===== src/rtl/fifo_ram.sv =====
// Storage array for fifo_ext: synchronous write port, asynchronous read port.
// Held in its own module so the memory mapping (LUT RAM or EBR) can be swapped.
module fifo_ram #(
    parameter int BITWIDTH = 8,
    parameter int BITDEPTH = 4
) (
    input  logic                clk,
    input  logic                we,
    input  logic [BITDEPTH-1:0] waddr,
    input  logic [BITWIDTH-1:0] wdata,
    input  logic [BITDEPTH-1:0] raddr,
    output logic [BITWIDTH-1:0] rdata
);

    logic [BITWIDTH-1:0] mem [2**BITDEPTH];

    // Write one element per clock; the contents are never reset
    always_ff @(posedge clk) begin
        if (we) begin
            mem[waddr] <= wdata;
        end
    end

    assign rdata = mem[raddr];

endmodule


===== src/rtl/fifo_ext.sv =====
// Single-clock fall-through FIFO with almost-full/almost-empty thresholds, a
// free-slot count, sticky overflow/underflow flags, synchronous flush and a
// high-water-mark tracker. Every status output is registered from next-count.
module fifo_ext #(
    parameter int BITWIDTH     = 8,
    parameter int BITDEPTH     = 4,
    parameter int AFULL_LEVEL  = 2**BITDEPTH - 2,
    parameter int AEMPTY_LEVEL = 1
) (
    input  logic                clk6x,
    input  logic                resetn,
    input  logic [BITWIDTH-1:0] wport_i,
    input  logic                wenq_i,
    output logic [BITWIDTH-1:0] rport_o,
    input  logic                rdeq_i,
    input  logic                flush_i,
    input  logic                clrerr_i,
    output logic                full_o,
    output logic                empty_o,
    output logic                almost_full_o,
    output logic                almost_empty_o,
    output logic [BITDEPTH:0]   count_o,
    output logic [BITDEPTH:0]   free_o,
    output logic                overflow_o,
    output logic                underflow_o,
    output logic [BITDEPTH:0]   hwm_o
);

    localparam int DEPTH = 2**BITDEPTH;
    localparam int CW    = BITDEPTH + 1;

    localparam logic [CW-1:0] DEPTH_CW  = CW'(DEPTH);
    localparam logic [CW-1:0] AFULL_CW  = CW'(AFULL_LEVEL);
    localparam logic [CW-1:0] AEMPTY_CW = CW'(AEMPTY_LEVEL);
    localparam logic AFULL_AT_ZERO  = (AFULL_LEVEL <= 0);
    localparam logic AEMPTY_AT_ZERO = (AEMPTY_LEVEL >= 0);

    logic [BITDEPTH-1:0] wptr;
    logic [BITDEPTH-1:0] rptr;
    logic [BITDEPTH-1:0] wptr_next;
    logic [BITDEPTH-1:0] rptr_next;
    logic [CW-1:0]       count_next;
    logic [CW-1:0]       hwm_next;
    logic                acc_w;
    logic                acc_r;
    logic                do_w;
    logic                do_r;
    logic                ovf_set;
    logic                unf_set;

    fifo_ram #(
        .BITWIDTH (BITWIDTH),
        .BITDEPTH (BITDEPTH)
    ) u_ram (
        .clk   (clk6x),
        .we    (do_w),
        .waddr (wptr),
        .wdata (wport_i),
        .raddr (rptr),
        .rdata (rport_o)
    );

    // Decide which operations take effect this edge and derive the next state;
    // a flush discards concurrent requests and suppresses their error events
    always_comb begin
        acc_w      = wenq_i & (~full_o | rdeq_i);
        acc_r      = rdeq_i & ~empty_o;
        do_w       = acc_w & ~flush_i;
        do_r       = acc_r & ~flush_i;
        ovf_set    = ~flush_i & wenq_i & full_o & ~rdeq_i;
        unf_set    = ~flush_i & rdeq_i & empty_o;
        wptr_next  = wptr;
        rptr_next  = rptr;
        count_next = count_o;
        if (flush_i) begin
            wptr_next  = '0;
            rptr_next  = '0;
            count_next = '0;
        end else begin
            if (do_w) begin
                wptr_next = wptr + 1'b1;
            end
            if (do_r) begin
                rptr_next = rptr + 1'b1;
            end
            if (do_w && !do_r) begin
                count_next = count_o + CW'(1);
            end else if (do_r && !do_w) begin
                count_next = count_o - CW'(1);
            end
        end
        if (clrerr_i) begin
            hwm_next = count_next;
        end else if (count_next > hwm_o) begin
            hwm_next = count_next;
        end else begin
            hwm_next = hwm_o;
        end
    end

    // Register pointers, count and all status flags from next-count
    always_ff @(posedge clk6x or negedge resetn) begin
        if (!resetn) begin
            wptr           <= '0;
            rptr           <= '0;
            count_o        <= '0;
            free_o         <= DEPTH_CW;
            full_o         <= 1'b0;
            empty_o        <= 1'b1;
            almost_full_o  <= AFULL_AT_ZERO;
            almost_empty_o <= AEMPTY_AT_ZERO;
            overflow_o     <= 1'b0;
            underflow_o    <= 1'b0;
            hwm_o          <= '0;
        end else begin
            wptr           <= wptr_next;
            rptr           <= rptr_next;
            count_o        <= count_next;
            free_o         <= DEPTH_CW - count_next;
            full_o         <= (count_next == DEPTH_CW);
            empty_o        <= (count_next == '0);
            almost_full_o  <= (count_next >= AFULL_CW);
            almost_empty_o <= (count_next <= AEMPTY_CW);
            overflow_o     <= (overflow_o & ~clrerr_i) | ovf_set;
            underflow_o    <= (underflow_o & ~clrerr_i) | unf_set;
            hwm_o          <= hwm_next;
        end
    end

endmodule


===== config.mk =====
export PLATFORM = sky130hd
export DESIGN_NAME = fifo_ext
export DESIGN_NICKNAME = d
export VERILOG_FILES = /design/src/rtl/fifo_ram.sv /design/src/rtl/fifo_ext.sv
export SDC_FILE = /design/constraint.sdc
export NUM_CORES = 1
export LEC_CHECK = 0
export CAP_MARGIN = 20
export CORE_MARGIN = 5
export CORE_UTILIZATION = 45
export CTS_CLUSTER_SIZE = 20
export DETAILED_ROUTE_END_ITERATION = 16
export PLACE_DENSITY = 0.65
export SLEW_MARGIN = 10
export SYNTH_ARGS = -nofsm -noshare
export SYNTH_HDL_FRONTEND = slang
export SYNTH_SLANG_ARGS = --single-unit

===== constraint.sdc =====
create_clock -name clk6x -period 2.7 [get_ports clk6x]
set_input_delay 0.54 -clock clk6x [delete_from_list [all_inputs] [get_ports clk6x]]
set_output_delay 0.54 -clock clk6x [all_outputs]
set_load 0.01 [all_outputs]

### Word level (Yosys, flattened, before mapping)

Memories as Yosys holds them, arrays and structs flattened.
Index checks and enable logic that the tools add are counted.

* latch bits: 0
* input port bits: 14
* ROM bits: 0
* bits in registers: 29
* memories: 1
* bits in writable memories: 128

Memory list
* u_ram.mem: words 16, width 8, rd ports 1, clocked after Yosys merged registers in 0, write ports 1, line fifo_ram.sv:15 `logic [BITWIDTH-1:0] mem [2**BITDEPTH];`

* add/sub/neg operators: 5
* magnitude comparators: 3
* $mul: 0
* equal/unequal tests: 1
* shifts and indexed selects: 0
* bitwise logic cells: 19
* muxes and demuxes: 11
* divide/modulo/power cells: 0
* reduce and logical (&&, ||, !) cells: 8

Operators with widths (count)
* 2-to-1 mux 5 bit: 5
* 2-to-1 mux 4 bit: 4
* bitwise AND 1 bit: 11
* adder 4 x 1 -> 4 bit, second input constant: 2
* nonzero test 2 bit: 3
* adder 5 x 1 -> 5 bit, second input constant: 1
* equality test 5 bit, second input constant: 1
* greater-or-equal comparator 5 x 4 -> 1 bit, second input constant: 1
* > comparator 5 bit: 1
* <= comparator 5 x 1 -> 1 bit, second input constant: 1
* logical NOT 5 bit: 1
* inverter 1 bit: 5
* subtractor 5 x 1 -> 5 bit, second input constant: 1
* subtractor 5 bit, first input constant: 1
* OR 1 bit: 3
* logical AND 1 bit: 2
* logical NOT 1 bit: 2
* 2-to-1 mux 1 bit: 2

### Depth between registers and ports, before layout

* depth after elaboration: 12
* depth in mapped cells: 13
* gate-level depth less buffers: 13

### Modules after synthesis

A second synthesis with hierarchy kept.

* cell total of the unflattened synthesis: 370
* area total of the unflattened synthesis: 6582.6 um2

By module, submodules not included
* fifo_ram: area an instance 4987.3 um2, seq. area each 3843.7 um2, times used 1, cells each 221
* fifo_ext: area an instance 1595.3 um2, seq. area each 704.4 um2, times used 1, cells each 149

### Worst setup path after synthesis

No wires, ideal clock.

* path type: input port to flip-flop
* from: input port wenq_i
* to: register hwm_o[0]
* arrival: 2.936 ns
* path buffers: 0
* library setup time: 0.125 ns
* cell stages on the path: 12
* slack: -0.361 ns
* cell sequence: nor4b_1 -> nand2_1 -> nor3_1 -> a41oi_1 -> xnor2_1 -> nand2_1 -> inv_1 -> ha_1 -> nand2_1 -> or4_4 -> o41ai_4 -> mux2_4

* longest elaborated chain between the ends: 9

Ends and longest elaborated chain
* from (decl): line fifo_ext.sv:13 `input logic wenq_i,`
* bitwise AND 1 bit *: line fifo_ext.sv:66 `acc_w = wenq_i & (~full_o | rdeq_i);`
* bitwise AND 1 bit *: line fifo_ext.sv:68 `do_w = acc_w & ~flush_i;`
* logical NOT 1 bit: line fifo_ext.sv:88 `end else if (do_r && !do_w) begin`
* logical AND 1 bit: line fifo_ext.sv:88
* 2-to-1 mux 5 bit: line fifo_ext.sv:88
* 2-to-1 mux 5 bit *: line fifo_ext.sv:86 `if (do_w && !do_r) begin`
* 2-to-1 mux 5 bit *: line fifo_ext.sv:75 `if (flush_i) begin`
* via count_next[4]: line fifo_ext.sv:42 `logic [CW-1:0] count_next;`
* > comparator 5 bit *: line fifo_ext.sv:94 `end else if (count_next > hwm_o) begin`
* nonzero test 2 bit (no line) *
* to (signal assigned): line fifo_ext.sv:126 `hwm_o <= hwm_next;`
* to (decl): line fifo_ext.sv:26 `output logic [BITDEPTH:0] hwm_o`

The timed path passes the listed nets; every way through them passes the cells marked *. The select of a mux whose other input is x is not followed.
A chain may end at the register's enable or synchronous reset.

### Final worst setup path

* from: register rptr[0]
* to: output port rport_o[7]

* longest elaborated chain between the ends: 1

Ends and longest elaborated chain
* from (decl): line fifo_ext.sv:39 `logic [BITDEPTH-1:0] rptr;`
* from (signal assigned): line fifo_ext.sv:117 `rptr <= rptr_next;`
* memory read (16 x 8 bit)
* to (decl): line fifo_ext.sv:14 `output logic [BITWIDTH-1:0] rport_o,`

No other way between the ends.

==> flow_metrics.env <==
export IMPL_synth_seq_area_share_pct=69.1
export IMPL_die_w_microns=131
export IMPL_rsz0062_at_grt="yes"
export IMPL_drt_wl_total_microns=14400
export IMPL_grt_pass1_wl_microns=22600
export IMPL_final_common_cell="edfxtp_1"
export IMPL_antenna_found_initial=0
export IMPL_layout_setup_ws_ns=-0.0302
export IMPL_h_tree_depth=4
export IMPL_crit_family="buffers and inverters"
export IMPL_critPathLaunchType="flop"
export IMPL_synthesis_nets=441
export IMPL_switchingPower_mw=1.46
export IMPL_synth_edff_count=128
export IMPL_first_pass_iters=4
export IMPL_finalCoreUtilization_pct=59.7
export IMPL_clockBufferDepth=2
export IMPL_cts_clk_slew_worst_paths_ns=0.06
export IMPL_path_common_cell="buf_12"
export IMPL_clkLatencyLatePin_ns=0.42
export IMPL_drc=0
export IMPL_final_nets=557
export IMPL_worst_setup_path_end_kind="primary output"
export IMPL_violations="negative setup slack"
export IMPL_synthFlopType="edfxtp_1"
export IMPL_power_density_nw_per_um2=684
export IMPL_pin_count=43
export IMPL_finalHoldViolCount=0
export IMPL_coreArea_sq_um=14400
export IMPL_cts_sinks=156
export IMPL_vias=3890
export IMPL_status="finished with violations"
export IMPL_synth_warnings=0
export IMPL_place_ws_ns=-0.775
export IMPL_cts_buffers_inserted=17
export IMPL_hold_path_class="in -> reg"
export IMPL_die_area_sq_um=17100
export IMPL_slew_viol_final=0
export IMPL_final_cell_mix="edfxtp_1, buf_4, clkdlybuf4s50_1"
export IMPL_finalSetupViolCount=5
export IMPL_crit_chain="buf_12 > buf_12 > buf_4 > mux4_2 > a22oi_1 > nand2_1 > buf_2"
export IMPL_total_leakage_power_nw=3.11
export IMPL_power_total_mw=5.89
export IMPL_die_h_microns=131
export IMPL_syn_area_sq_um=6580
export IMPL_fmax_mhz=366
export IMPL_layout_drive_gt1_share_pct=37.0
export IMPL_ir_drop_mv=0.535
export IMPL_synth_seq_cells=156
export IMPL_fin_skew_ns=0.0150
export IMPL_syn_to_final_growth_pct=30.8
export IMPL_track_usage_pct=18.0
export IMPL_place_inst=671
export IMPL_netlist_cell_type_count=50
export IMPL_nFillCells=1097
export IMPL_comb_power_share_pct=17.6
export IMPL_grt_max_degree=29
export IMPL_start_util_pct=45.6
export IMPL_worst_path_max_delay_cell="mux4_2"
export IMPL_min_period_ns=2.73
export IMPL_timing_worst_setup_path_type="reg -> out"
export IMPL_wl_per_cell_microns=19.8
export IMPL_dp_hpwl_microns=8970
export IMPL_max_slew_margin_pct=61.7
export IMPL_p_int_mw=4.43
export IMPL_cpPeakStageDelay_ns=0.48
export IMPL_tightestPinTransition_ns=0.573
export IMPL_worst_path_buf_inv=4
export IMPL_fin_crit_sh_pct=101
export IMPL_hold_buffers=0
export IMPL_cts_tree="yes"
export IMPL_seqPwrFrac_pct=46.4
export IMPL_p_clk_share_pct=35.9
export IMPL_p_sw_share_pct=24.8
export IMPL_antenna_cells=0
export IMPL_drtIter0Drc=224
export IMPL_crit_fanout=7
export IMPL_syn_area_per_cell_sq_um=16.0
export IMPL_placement_io_buffers=42
export IMPL_worstPathRequired_ns=2.16
export IMPL_root_buffer="clkbuf_16"
export IMPL_drtAntennaViolNets=0
export IMPL_async_flop_share_pct=17.9
export IMPL_finalWeightedCongestion=0.821
export IMPL_fp_row_count=44
export IMPL_viasPerCell=5.37
export IMPL_grt_pass1_vias=4016
export IMPL_maxCapViolCount=0
export IMPL_syn_inst=412
export IMPL_critPathArrivalTime_ns=2.19
export IMPL_grt_overflow=0
export IMPL_final_cells=725
## sequential cells by signal (all words and copies together), names as in the netlist
register,count
almost_full_o,1
underflow_o,1
wptr,4
empty_o,1
count_o,4
hwm_o,5
overflow_o,1
free_o,5
almost_empty_o,1
u_ram.mem,128
rptr,4
full_o,1
## power by group through the flow
stage	Sequential, mW	Clock [mW]	Combinational (mW)
3_5_place_dp	2.78	0	0.870
6_report	2.73	2.12	1.04
4_1_cts	2.73	2.15	1.01
5_1_grt	2.74	2.28	1.11
3_3_place_gp	2.77	0	0.853
2_1_floorplan	2.79	0	0.452
## area by class of cell
type | instances | area (sq um) | area share [%]
sequential | 156 | 4550 | 52.9
multi-input combinational | 218 | 2170 | 25.2
timing repair buffer | 116 | 1060 | 12.4
clock buffer | 18 | 429 | 4.98
tap | 184 | 230 | 2.67
clock inverter | 14 | 93.8 | 1.09
inverter | 19 | 71.3 | 0.828
## cell usage after synthesis (all sizes together), types with 4 or more instances
cell type  instances  area share [%]
edfxtp           128              58
mux2i             31             4.7
nand2             28             1.6
dfrtp             25             9.5
inv               19             1.1
o21ai             17             1.3
mux4              16             5.5
ha                15             2.9
clkbuf            13            0.74
nor2              13            0.74
a21oi             11            0.84
nor3              11             1.1
nor4               9             1.4
a221oi             8             1.1
a22oi              8            0.91
nand3              8            0.61
mux2               7             1.3
buf                6            0.42
xnor2              6            0.80
nor2b              4            0.38
xor2               4            0.53
## cells by family after synthesis
logic type               Yosys count  share of synthesized area [%]
AND/OR/NAND/NOR                   85                           7.30
buffers and inverters             38                           2.24
adder cells (fa/ha/maj)           16                           3.00
AO/OA/AOI/OAI                     53                           5.55
multiplexers                      54                           11.5
flip-flops                       156                           69.1
XOR/XNOR                          10                           1.33
## repair_timing
item | 4_1_cts | 5_1_grt
gates cloned | 3 | 0
gates resized for setup | 79 | 37
hold endpoints to repair | 0 | 0
endpoints found under the setup margin | 14 | 13
setup buffers | 17 | 6
pin swaps | 22 | 18
## per-layer routing
layer / routed length (microns) / GRT usage, %
met5: 0 / 0
met2: 7240 / 28.5
met4: 196 / 6.47
met3: 469 / 4.39
met1: 6440 / 24.5
## final timing paths
| check | start | endpoint | slack, ns | cells after the start |
|---|---|---|---|---|
| worst max-delay path | rptr[0] | rport_o[7] | -0.03 | 7 |
| min in group asynchronous | resetn | hwm_o[3] | 0.49 | 2 |
| worst min-delay path | rdeq_i | underflow_o | 0.48 | 2 |
| max in group asynchronous | resetn | empty_o | 1.87 | 2 |
| worst min register to register | overflow_o | overflow_o | 0.52 | 1 |
| worst max register to register | empty_o | hwm_o[0] | -0.01 | 8 |
## per-stage QoR
stage	cell area, sq um	hold WS, ns	TNS, ns
finish	8610	0.480	-0.0733
CTS	8500	0.506	-0.689
detailed placement	7620	0.493	-6.01
floorplan	6640	0.244	-0.272
global placement	7610	0.484	-7.53
global route	8610	0.511	-1.01
No activity file was read; power rests on OpenSTA's default activity.
